## config.mk

```make
export PLATFORM = sky130hd
export DESIGN_NAME = clock_time_core_flat
export DESIGN_NICKNAME = d
export VERILOG_FILES = /design/src/rtl/clock_time_core_if.sv /design/src/rtl/clock_time_core.sv /design/src/flat_wrapper.sv
export SDC_FILE = /design/constraint.sdc
export NUM_CORES = 1
export LEC_CHECK = 0
export CAP_MARGIN = 15
export CELL_PAD_IN_SITES_DETAIL_PLACEMENT = 0
export CELL_PAD_IN_SITES_GLOBAL_PLACEMENT = 1
export CORE_MARGIN = 2
export CORE_UTILIZATION = 35
export CTS_CLUSTER_SIZE = 20
export DETAILED_ROUTE_END_ITERATION = 10
export PLACE_DENSITY = 0.84
export SYNTH_ARGS = -nofsm -noshare
export SYNTH_HDL_FRONTEND = slang
export SYNTH_SLANG_ARGS = --single-unit
```

## constraint.sdc

```tcl
create_clock -name sysclk -period 2.65 [get_ports sysclk]
set_input_delay 0.53 -clock sysclk [delete_from_list [all_inputs] [get_ports sysclk]]
set_output_delay 0.53 -clock sysclk [all_outputs]
set_load 0.01 [all_outputs]
```

## src/rtl/clock_time_core_if.sv

```systemverilog
// Signal bundle between the time-of-day core and its stimulus/display side.
// Alarm signals exist only when CLOCK_TIME_ALARM_EN is defined.
interface clock_time_core_if;
    logic       sig1Hz;
    logic       run;
    logic       clr;
    logic       set_min;
    logic       set_hour;
    logic [7:0] sec_bcd;
    logic [7:0] min_bcd;
    logic [7:0] hour_bcd;
    logic       tick;
    logic       day_carry;
`ifdef CLOCK_TIME_ALARM_EN
    logic       alarm_on;
    logic [7:0] alarm_hour_bcd;
    logic [7:0] alarm_min_bcd;
    logic       alarm;
`endif

    modport master (
        output sig1Hz, run, clr, set_min, set_hour,
`ifdef CLOCK_TIME_ALARM_EN
        output alarm_on, alarm_hour_bcd, alarm_min_bcd,
        input  alarm,
`endif
        input  sec_bcd, min_bcd, hour_bcd, tick, day_carry
    );

    modport slave (
        input  sig1Hz, run, clr, set_min, set_hour,
`ifdef CLOCK_TIME_ALARM_EN
        input  alarm_on, alarm_hour_bcd, alarm_min_bcd,
        output alarm,
`endif
        output sec_bcd, min_bcd, hour_bcd, tick, day_carry
    );
endinterface

```

## src/rtl/clock_time_core.sv

```systemverilog
// BCD hh:mm:ss counter advanced by rising edges of a 1 Hz strobe, with pause/set.
// Optional alarm compare enabled by defining CLOCK_TIME_ALARM_EN.
module clock_time_core #(
    parameter int HOUR_LIMIT = 24
) (
    input  logic                sysclk,
    input  logic                rst_n,
    clock_time_core_if.slave    bus
);
    localparam logic [7:0] HOUR_LAST =
        8'((((HOUR_LIMIT - 1) / 10) << 4) | ((HOUR_LIMIT - 1) % 10));
    localparam logic [7:0] BCD_59 = 8'h59;

    function automatic logic [7:0] bcd_inc(input logic [7:0] v);
        if (v[3:0] == 4'd9)
            return {v[7:4] + 4'd1, 4'd0};
        else
            return {v[7:4], v[3:0] + 4'd1};
    endfunction

    logic       sig1hz_d_reg;
    logic [7:0] sec_reg,  sec_next;
    logic [7:0] min_reg,  min_next;
    logic [7:0] hour_reg, hour_next;
    logic       tick_reg, tick_next;
    logic       day_carry_reg, day_carry_next;
    logic       sec_edge;

    assign sec_edge = bus.sig1Hz & ~sig1hz_d_reg;

    always_comb begin
        sec_next       = sec_reg;
        min_next       = min_reg;
        hour_next      = hour_reg;
        tick_next      = 1'b0;
        day_carry_next = 1'b0;
        if (bus.clr) begin
            sec_next  = 8'h00;
            min_next  = 8'h00;
            hour_next = 8'h00;
        end else if (bus.run && sec_edge) begin
            tick_next = 1'b1;
            if (sec_reg == BCD_59) begin
                sec_next = 8'h00;
                if (min_reg == BCD_59) begin
                    min_next = 8'h00;
                    if (hour_reg == HOUR_LAST) begin
                        hour_next      = 8'h00;
                        day_carry_next = 1'b1;
                    end else begin
                        hour_next = bcd_inc(hour_reg);
                    end
                end else begin
                    min_next = bcd_inc(min_reg);
                end
            end else begin
                sec_next = bcd_inc(sec_reg);
            end
        end else if (!bus.run) begin
            // Manual set never carries between fields and leaves seconds alone.
            if (bus.set_min)
                min_next = (min_reg == BCD_59) ? 8'h00 : bcd_inc(min_reg);
            if (bus.set_hour)
                hour_next = (hour_reg == HOUR_LAST) ? 8'h00 : bcd_inc(hour_reg);
        end
    end

    always_ff @(posedge sysclk or negedge rst_n) begin
        if (!rst_n) begin
            sig1hz_d_reg  <= 1'b0;
            sec_reg       <= 8'h00;
            min_reg       <= 8'h00;
            hour_reg      <= 8'h00;
            tick_reg      <= 1'b0;
            day_carry_reg <= 1'b0;
        end else begin
            sig1hz_d_reg  <= bus.sig1Hz;
            sec_reg       <= sec_next;
            min_reg       <= min_next;
            hour_reg      <= hour_next;
            tick_reg      <= tick_next;
            day_carry_reg <= day_carry_next;
        end
    end

    assign bus.sec_bcd   = sec_reg;
    assign bus.min_bcd   = min_reg;
    assign bus.hour_bcd  = hour_reg;
    assign bus.tick      = tick_reg;
    assign bus.day_carry = day_carry_reg;

`ifdef CLOCK_TIME_ALARM_EN
    // Compares the registered time, so the alarm trails the counters by one cycle.
    logic alarm_reg, alarm_next;

    assign alarm_next = bus.alarm_on
                        && (hour_reg == bus.alarm_hour_bcd)
                        && (min_reg  == bus.alarm_min_bcd);

    always_ff @(posedge sysclk or negedge rst_n) begin
        if (!rst_n)
            alarm_reg <= 1'b0;
        else
            alarm_reg <= alarm_next;
    end

    assign bus.alarm = alarm_reg;
`endif
endmodule

```

## src/flat_wrapper.sv

```systemverilog
// flat-port wrapper written by rule: the top's interface ports become plain ports
module clock_time_core_flat 
#(
    parameter int HOUR_LIMIT = 24
)
  (sysclk, rst_n, bus_sig1Hz, bus_run, bus_clr, bus_set_min, bus_set_hour, bus_sec_bcd, bus_min_bcd, bus_hour_bcd, bus_tick, bus_day_carry);
  clock_time_core_if bus_i ();
  input  logic sysclk;
  input  logic rst_n;
  input wire logic [$bits(bus_i.sig1Hz)-1:0] bus_sig1Hz;
  input wire logic [$bits(bus_i.run)-1:0] bus_run;
  input wire logic [$bits(bus_i.clr)-1:0] bus_clr;
  input wire logic [$bits(bus_i.set_min)-1:0] bus_set_min;
  input wire logic [$bits(bus_i.set_hour)-1:0] bus_set_hour;
  output wire logic [$bits(bus_i.sec_bcd)-1:0] bus_sec_bcd;
  output wire logic [$bits(bus_i.min_bcd)-1:0] bus_min_bcd;
  output wire logic [$bits(bus_i.hour_bcd)-1:0] bus_hour_bcd;
  output wire logic [$bits(bus_i.tick)-1:0] bus_tick;
  output wire logic [$bits(bus_i.day_carry)-1:0] bus_day_carry;
  assign bus_i.sig1Hz = bus_sig1Hz;
  assign bus_i.run = bus_run;
  assign bus_i.clr = bus_clr;
  assign bus_i.set_min = bus_set_min;
  assign bus_i.set_hour = bus_set_hour;
  assign bus_sec_bcd = bus_i.sec_bcd;
  assign bus_min_bcd = bus_i.min_bcd;
  assign bus_hour_bcd = bus_i.hour_bcd;
  assign bus_tick = bus_i.tick;
  assign bus_day_carry = bus_i.day_carry;
  clock_time_core #(.HOUR_LIMIT(HOUR_LIMIT)) u_core (.sysclk(sysclk), .rst_n(rst_n), .bus(bus_i));
endmodule
```

# Word-level counts from Yosys, hierarchy flattened
# Cells that the tools add are included.
[op_classes]
add_sub_neg = 6
eq_ne = 9
muxes = 26
n_bitwise = 2
reduce_logical = 8
[ops]
columns = ["cell", "n"]
rows = [
  ["8-bit 2-to-1 mux", 19],
  ["4-bit by 1-bit adder with 4-bit output, second input constant", 6],
  ["8-bit by 7-bit == test with 1-bit output, second input constant", 2],
  ["4-bit == test, second input constant", 3],
  ["3-bit nonzero test", 3],
  ["8-bit by 6-bit == test with 1-bit output, second input constant", 1],
  ["1-bit 2-to-1 mux", 7],
  ["3-bit inequality test, second input constant", 2],
  ["4-bit AND reduction", 1],
  ["3-bit by 1-bit inequality test with 1-bit output, second input constant", 1],
  ["3-bit AND reduction", 1],
  ["2-bit AND reduction", 1],
  ["2-bit nonzero test", 1],
  ["1-bit AND", 1],
  ["1-bit logical AND", 1],
  ["1-bit inverter", 1],
]
[totals]
regBits = 27
inputBits = 7
out_inout_bits = 26
wordCells = 58

# Depth between registers and ports, before layout
# Gate-level depths: netlist (run 1).
[depth]
depth_word = 7
mapped_depth = 9
ltp_nobuf = 7

# Worst setup path before layout (run 1)
# Ideal clock, no wire load.
[synth_timing]
path_kind = "reg2reg"
start = "register u_core.sec_reg[0] (netlist: u_core.bus.sec_bcd[0])"
end = "register u_core.hour_reg[0] (netlist: u_core.bus.hour_bcd[0])"
setup_ps = 128
arrival_time_ps = 1824
t_required_ps = 2522
slack_ps = 698
path_stages_with_launch = 9
n_path_buf = 2
synth_period_minus_slack_ps = 1952
cell_sequence = "dfrtp_1 -> ha_1 -> and3b_1 -> buf_4 -> and3_1 -> a311oi_2 -> buf_4 -> nand2b_1 -> o21ai_1"
[synth_via]
elab_chain_len = 3
[synth_rtl]
columns = ["item", "line", "text"]
rows = [
  ["from (decl)", "clock_time_core.sv:22", "logic [7:0] sec_reg, sec_next;"],
  ["from (signal assigned)", "clock_time_core.sv:78", "sec_reg <= sec_next;"],
  ["8-bit by 7-bit == test with 1-bit output", "clock_time_core.sv:43", "if (sec_reg == BCD_59) begin"],
  ["3-bit inequality test (no source line)", "--", ""],
  ["4-bit AND reduction (no source line)", "--", ""],
  ["to (signal assigned)", "clock_time_core.sv:80", "hour_reg <= hour_next;"],
  ["to (decl)", "clock_time_core.sv:24", "logic [7:0] hour_reg, hour_next;"],
]
# Every way passes these cells.
# A chain may end at the register's enable or synchronous reset.

# Final worst setup path (run 1)
# Same ends and word-level chain as after synthesis.

==> results of run 1 <==
[cell families (layout without fill, tap and decap cells)]
| logic type | Yosys count | after routing | share of synthesized area, % |
|---|---|---|---|
| simple gates | 73 | 73 | 25.6 |
| compound gates | 44 | 44 | 17.5 |
| flops | 27 | 27 | 42.5 |
| buf+inv | 16 | 54 | 4.33 |
| fa+ha+maj | 12 | 12 | 9.44 |
| mux | 1 | 1 | 0.629 |
[where the power goes]
group	internal, uW	switching [uW]	total [uW]
combinational	48.3	52.5	101
sequential	422	13.8	435
clock	108	129	236
[per-layer routing]
metal | GRT usage (%) | routed length, um | vias to the layer above
met4 | 4.19 | 34 | 0
li1 | - | - | 700
met3 | 1.55 | 95 | 2
met5 | 0 | 0 | -
met1 | 21.7 | 1860 | 637
met2 | 23.1 | 1520 | 21
[worst max-delay path by stage]
stage                                            startpoint                                  to  slack (ns)  cells after the start
after floorplan           u_core.bus.sec_bcd[0]$_DFFE_PN0P_  u_core.bus.hour_bcd[0]$_DFFE_PN0P_        0.70                      8
after global placement                           bus_sig1Hz  u_core.bus.hour_bcd[3]$_DFFE_PN0P_        0.24                      6
after detailed placement                         bus_sig1Hz  u_core.bus.hour_bcd[6]$_DFFE_PN0P_        0.15                      6
after CTS                                        bus_sig1Hz  u_core.bus.hour_bcd[3]$_DFFE_PN0P_        0.45                      6
after global routing      u_core.bus.sec_bcd[1]$_DFFE_PN0P_  u_core.bus.hour_bcd[0]$_DFFE_PN0P_        0.33                      8
final                     u_core.bus.sec_bcd[0]$_DFFE_PN0P_  u_core.bus.hour_bcd[0]$_DFFE_PN0P_        0.44                      7
[area by class of cell]
type / count / area [um2]
Inverter: 10 / 37.5
Fill cell: 440 / 2300
Tap cell: 52 / 65.1
Clock buffer: 4 / 45.0
Sequential cell: 27 / 676
Multi-Input combinational cell: 130 / 846
Timing Repair Buffer: 40 / 380
[worst max-delay path: stages, from the launching register on]
cell and delay [ns]:
dfrtp_1 0.45, ha_1 0.21, and3b_1 0.28, and3_1 0.27, a311oi_2 0.47, buf_4 0.22
nand2b_1 0.13, o21ai_1 0.06
[cells in the mapped netlist (5+ instances only)]
cell / number
ha_1: 12
o21ai_1: 8
nand3_1: 10
nand2_1: 8
nor2b_1: 5
or3_1: 5
nor2_1: 16
a21oi_1: 14
nor3_1: 11
o21ai_0: 9
inv_1: 10
dfrtp_1: 27
[stage by stage]
step | util, % | total power [uW] | instance area, um2 | worst slack, ns
detailed placement | 46.0 | 545 | 2000 | 0.151
global placement | 46.0 | 545 | 2000 | 0.240
CTS | 47.1 | 784 | 2050 | 0.450
global route | 47.1 | 812 | 2050 | 0.330
floorplan | - | 489 | 1590 | 0.698
finish | 47.1 | 773 | 2050 | 0.443
==> impl_metrics.tcl, run 1 <==
set metrics [dict create \
    hold_buffers 0 \
    gp_congestion 0.861 \
    synthCells 173 \
    ir_drop_v 0.000191 \
    skew_ns 0.00817 \
    core_um2 4350 \
    rr_worst_depth 7 \
    endpoint_kind "register" \
    reg2reg_to "u_core.bus.hour_bcd[0]$_DFFE_PN0P_" \
    grt_usage_pct 14.8 \
    synth_warnings 0 \
    cts_tree "done" \
    yosysSeqAreaShare_pct 42.5 \
    grt_pass1_wl_um 6140 \
    hp-start "u_core.bus.hour_bcd[6]$_DFFE_PN0P_" \
    grt_antenna_before_repair 0 \
    start_util_pct 36.5 \
    cts_max_level 1 \
    path_class "register to register" \
    cp-start-kind "register" \
    min_to "u_core.bus.hour_bcd[6]$_DFFE_PN0P_" \
    timing.rr.start "u_core.bus.sec_bcd[0]$_DFFE_PN0P_" \
    viasPerCell 5.17 \
    nNetsFinal 231 \
    post_cts_buffers 0 \
    hpwl_um 2520 \
    synth_edf_count 0 \
    yosys.area.top_type "dfrtp_1" \
    async_flop_share_pct 100 \
    clk_path_buf_depth 2 \
    wl_per_cell_um 13.3 \
    arrival_ns 2.37 \
    tightest_slew_ns 0.451 \
    grt_max_degree 28 \
    drc 0 \
    port_buffers 32 \
    leakage_uw 0.000845 \
    hold_viol 0 \
    max_cap_viol_count 0 \
    syn_nets 192 \
    tns_ns 0 \
    clock_latency_ns 0.27 \
    ys_seq_elements 27 \
    place_inst 259 \
    vias 1360 \
    ant_nets 0 \
    grt_pass1_vias 1315 \
    holdWs_ns 0.544 \
    cts_root_buf "clkbuf_8" \
    drt-pass1-iter-count 4 \
    die_y_um 71.4 \
    rows 24 \
    die_area_um2 5100 \
    status "finished clean" \
    yosysTopAreaCellShare_pct 42.5 \
    fin_crit_ns 2.21 \
    drt-initial-drc-count 83 \
    hp-class "register to register" \
    drt_wl_total_um 3510 \
    crit_fanout 10 \
    synthDistinctLibCells 38 \
    syn_avg_cell_area_um2 9.19 \
    final_common_cell "clkdlybuf4s50_1" \
    path_clk_slew_ns 0.10 \
    synth_area_leaders "dfrtp_1, ha_1, a21oi_1" \
    fin_crit_sh_pct 83.3 \
    drv_slew 0 \
    power_density_nw_per_um2 377 \
    final_cell_mix "clkdlybuf4s50_1, dfrtp_1, nor2_1" \
    rsz0062_at_grt "false" \
    io_pins 33 \
    setup_viol 0 \
    syn_to_final_growth_pct 28.9 \
    max_freq_mhz 453 \
    syn_area_um2 1590 \
    ys_dominant_reg_cell "dfrtp_1" \
    maxSlewHeadroom_pct 70.0 \
    stdcell_count 263 \
    hold_depth 1 \
    grt_overflow 0 \
    cts_sinks 27 \
    diodes 0 \
    critPathRequiredTime_ns 2.81 \
    cts_resized 0 \
    drive_gt1_share_pct 7.58 \
    r2r_slack_ns 0.44 \
    chipWidth_um 71.4 \
    numCtsBuffers 3 \
]
No activity file was read; power rests on OpenSTA's default activity.
==> inputs of run 2 (changes only) <==
--- a/config.mk
+++ b/config.mk
@@ -9,10 +9,10 @@
 export CELL_PAD_IN_SITES_DETAIL_PLACEMENT = 0
 export CELL_PAD_IN_SITES_GLOBAL_PLACEMENT = 1
 export CORE_MARGIN = 2
-export CORE_UTILIZATION = 35
+export CORE_UTILIZATION = 34
 export CTS_CLUSTER_SIZE = 20
 export DETAILED_ROUTE_END_ITERATION = 10
-export PLACE_DENSITY = 0.84
+export PLACE_DENSITY = 0.85
 export SYNTH_ARGS = -nofsm -noshare
 export SYNTH_HDL_FRONTEND = slang
 export SYNTH_SLANG_ARGS = --single-unit
==> constraint.sdc (replaced) <==
create_clock -name sysclk -period 1.95 [get_ports sysclk]
set_input_delay 0.39 -clock sysclk [delete_from_list [all_inputs] [get_ports sysclk]]
set_output_delay 0.39 -clock sysclk [all_outputs]
set_load 0.01 [all_outputs]
==> impl_metrics.tcl, run 2 (synthesized netlist as in run 1, its figures left out) <==
set metrics [dict create \
    status "finished clean" \
    gp_congestion 0.766 \
    final_cell_mix "clkdlybuf4s50_1, buf_4, dfrtp_1" \
    max_cap_viol_count 0 \
    dr_wl_met2_um 1800 \
    cts_sinks 27 \
    hold_viol 0 \
    die_y_um 72.4 \
    r2r_slack_ns 0.09 \
    tightest_slew_ns 0.353 \
    drive_gt1_share_pct 21.2 \
    clock_latency_ns 0.27 \
    grt_pass1_vias 1478 \
    start_util_pct 35.8 \
    path_class "register to register" \
    holdWs_ns 0.484 \
    drt-initial-drc-count 71 \
    drt-pass1-iter-count 4 \
    ir_drop_v 0.000223 \
    port_buffers 32 \
    rows 24 \
    wl_met3_um 92 \
    crit_fanout 3 \
    die_area_um2 5240 \
    fin_crit_sh_pct 95.2 \
    drc 0 \
    power_uw 1070 \
    hpwl_um 2840 \
    ant_nets 0 \
    setup_viol 0 \
    rr_worst_depth 7 \
    grt_antenna_before_repair 0 \
    vias 1476 \
    skew_ns 0.00614 \
    cts_max_level 1 \
    cts_root_buf "clkbuf_8" \
    viasPerCell 5.13 \
    grt_overflow 0 \
    critPathRequiredTime_ns 2.14 \
    maxSlewHeadroom_pct 76.4 \
    path_clk_slew_ns 0.10 \
    arrival_ns 2.04 \
    drt_wl_total_um 3820 \
    chipWidth_um 72.4 \
    leakage_uw 0.000977 \
    nNetsFinal 256 \
    highest_layer "met4" \
    wl_per_cell_um 13.3 \
    power_density_nw_per_um2 468 \
    cp-start-kind "register" \
    hp-class "input port to asynchronous set/reset pin" \
    cts_tree "done" \
    reg2reg_to "u_core.bus.min_bcd[7]$_DFFE_PN0P_" \
    grt_usage_pct 15.8 \
    clk_path_buf_depth 2 \
    diodes 0 \
    wl_met1_um 1880 \
    fin_crit_ns 1.86 \
    drv_slew 0 \
    max_freq_mhz 539 \
    timing.rr.start "u_core.bus.min_bcd[1]$_DFFE_PN0P_" \
    numCtsBuffers 3 \
    io_pins 33 \
    hold_buffers 0 \
    grt_pass1_wl_um 6730 \
    endpoint_kind "register" \
    core_um2 4440 \
    grt_max_degree 28 \
    syn_to_final_growth_pct 43.7 \
]
[run 2: cell types whose count changed in the layout (fill, tap and decap cells not counted), moves of 2 or more]
| cell | previous run | this run |
|---|---|---|
| buf_4 | 8 | 32 |
| and3b_1 | 2 | 0 |
| and3b_2 | 0 | 2 |
| ha_1 | 12 | 10 |
[run 2: stage by stage]
stage	instance area [um2]	setup slack, ns	util (%)	instances	TNS (ns)
final	2290	0.0945	51.4	288	0
after global routing	2290	-0.000724	51.4	288	-0.000724
after CTS	2230	0.0261	50.1	286	0
after detailed placement	2180	-0.224	49.0	282	-1.92
after global placement	2180	-0.170	49.0	282	-1.26
after floorplan	1590	0.00881	-	173	0
[run 2: layer usage]
metal  GRT usage (%)  vias to the layer above
li1                -                      749
met1            22.6                      701
met2            25.3                       22
met3            1.67                        4
met4            4.94                        0
met5               0                        -
[run 2: how the worst max path moves through the flow]
| stage | start | endpoint | depth (start not counted) |
|---|---|---|---|
| floorplan | u_core.bus.sec_bcd[1]$_DFFE_PN0P_ | u_core.bus.hour_bcd[0]$_DFFE_PN0P_ | 9 |
| global placement | bus_sig1Hz | u_core.bus.hour_bcd[3]$_DFFE_PN0P_ | 6 |
| detailed placement | bus_sig1Hz | u_core.bus.hour_bcd[3]$_DFFE_PN0P_ | 6 |
| CTS | u_core.bus.min_bcd[1]$_DFFE_PN0P_ | u_core.bus.min_bcd[7]$_DFFE_PN0P_ | 7 |
| global route | u_core.bus.sec_bcd[5]$_DFFE_PN0P_ | u_core.bus.hour_bcd[6]$_DFFE_PN0P_ | 7 |
| finish | u_core.bus.min_bcd[1]$_DFFE_PN0P_ | u_core.bus.min_bcd[7]$_DFFE_PN0P_ | 7 |
[run 2: final cells by class]
cell class / instances / area (um2)
clock buffer: 4 / 45.0
sequential: 27 / 677
tap: 52 / 65.1
inverter: 10 / 37.5
multi-input combinational: 130 / 896
timing repair buffer: 65 / 566
fill: 441 / 2160
[run 2: power by group]
part | switching (uW) | total (uW) | internal, uW
combinational | 80.7 | 162 | 81.2
clock | 172 | 318 | 146
sequential | 15.4 | 588 | 573
[run 2: timing repair]
item | in CTS | in global routing
gates cloned | 0 | 1
setup buffers | 0 | 1
endpoints found under the setup margin | 1 | 10
resized for setup | 1 | 11
pin swaps | 0 | 1
[run 2: worst max-delay path, stage by stage, from the launching register on]
cell	delay (ns)
dfrtp_1	0.39
inv_1	0.09
ha_4	0.15
nand3b_4	0.09
or3_1	0.35
a211o_1	0.28
or3_1	0.35
o221ai_1	0.08
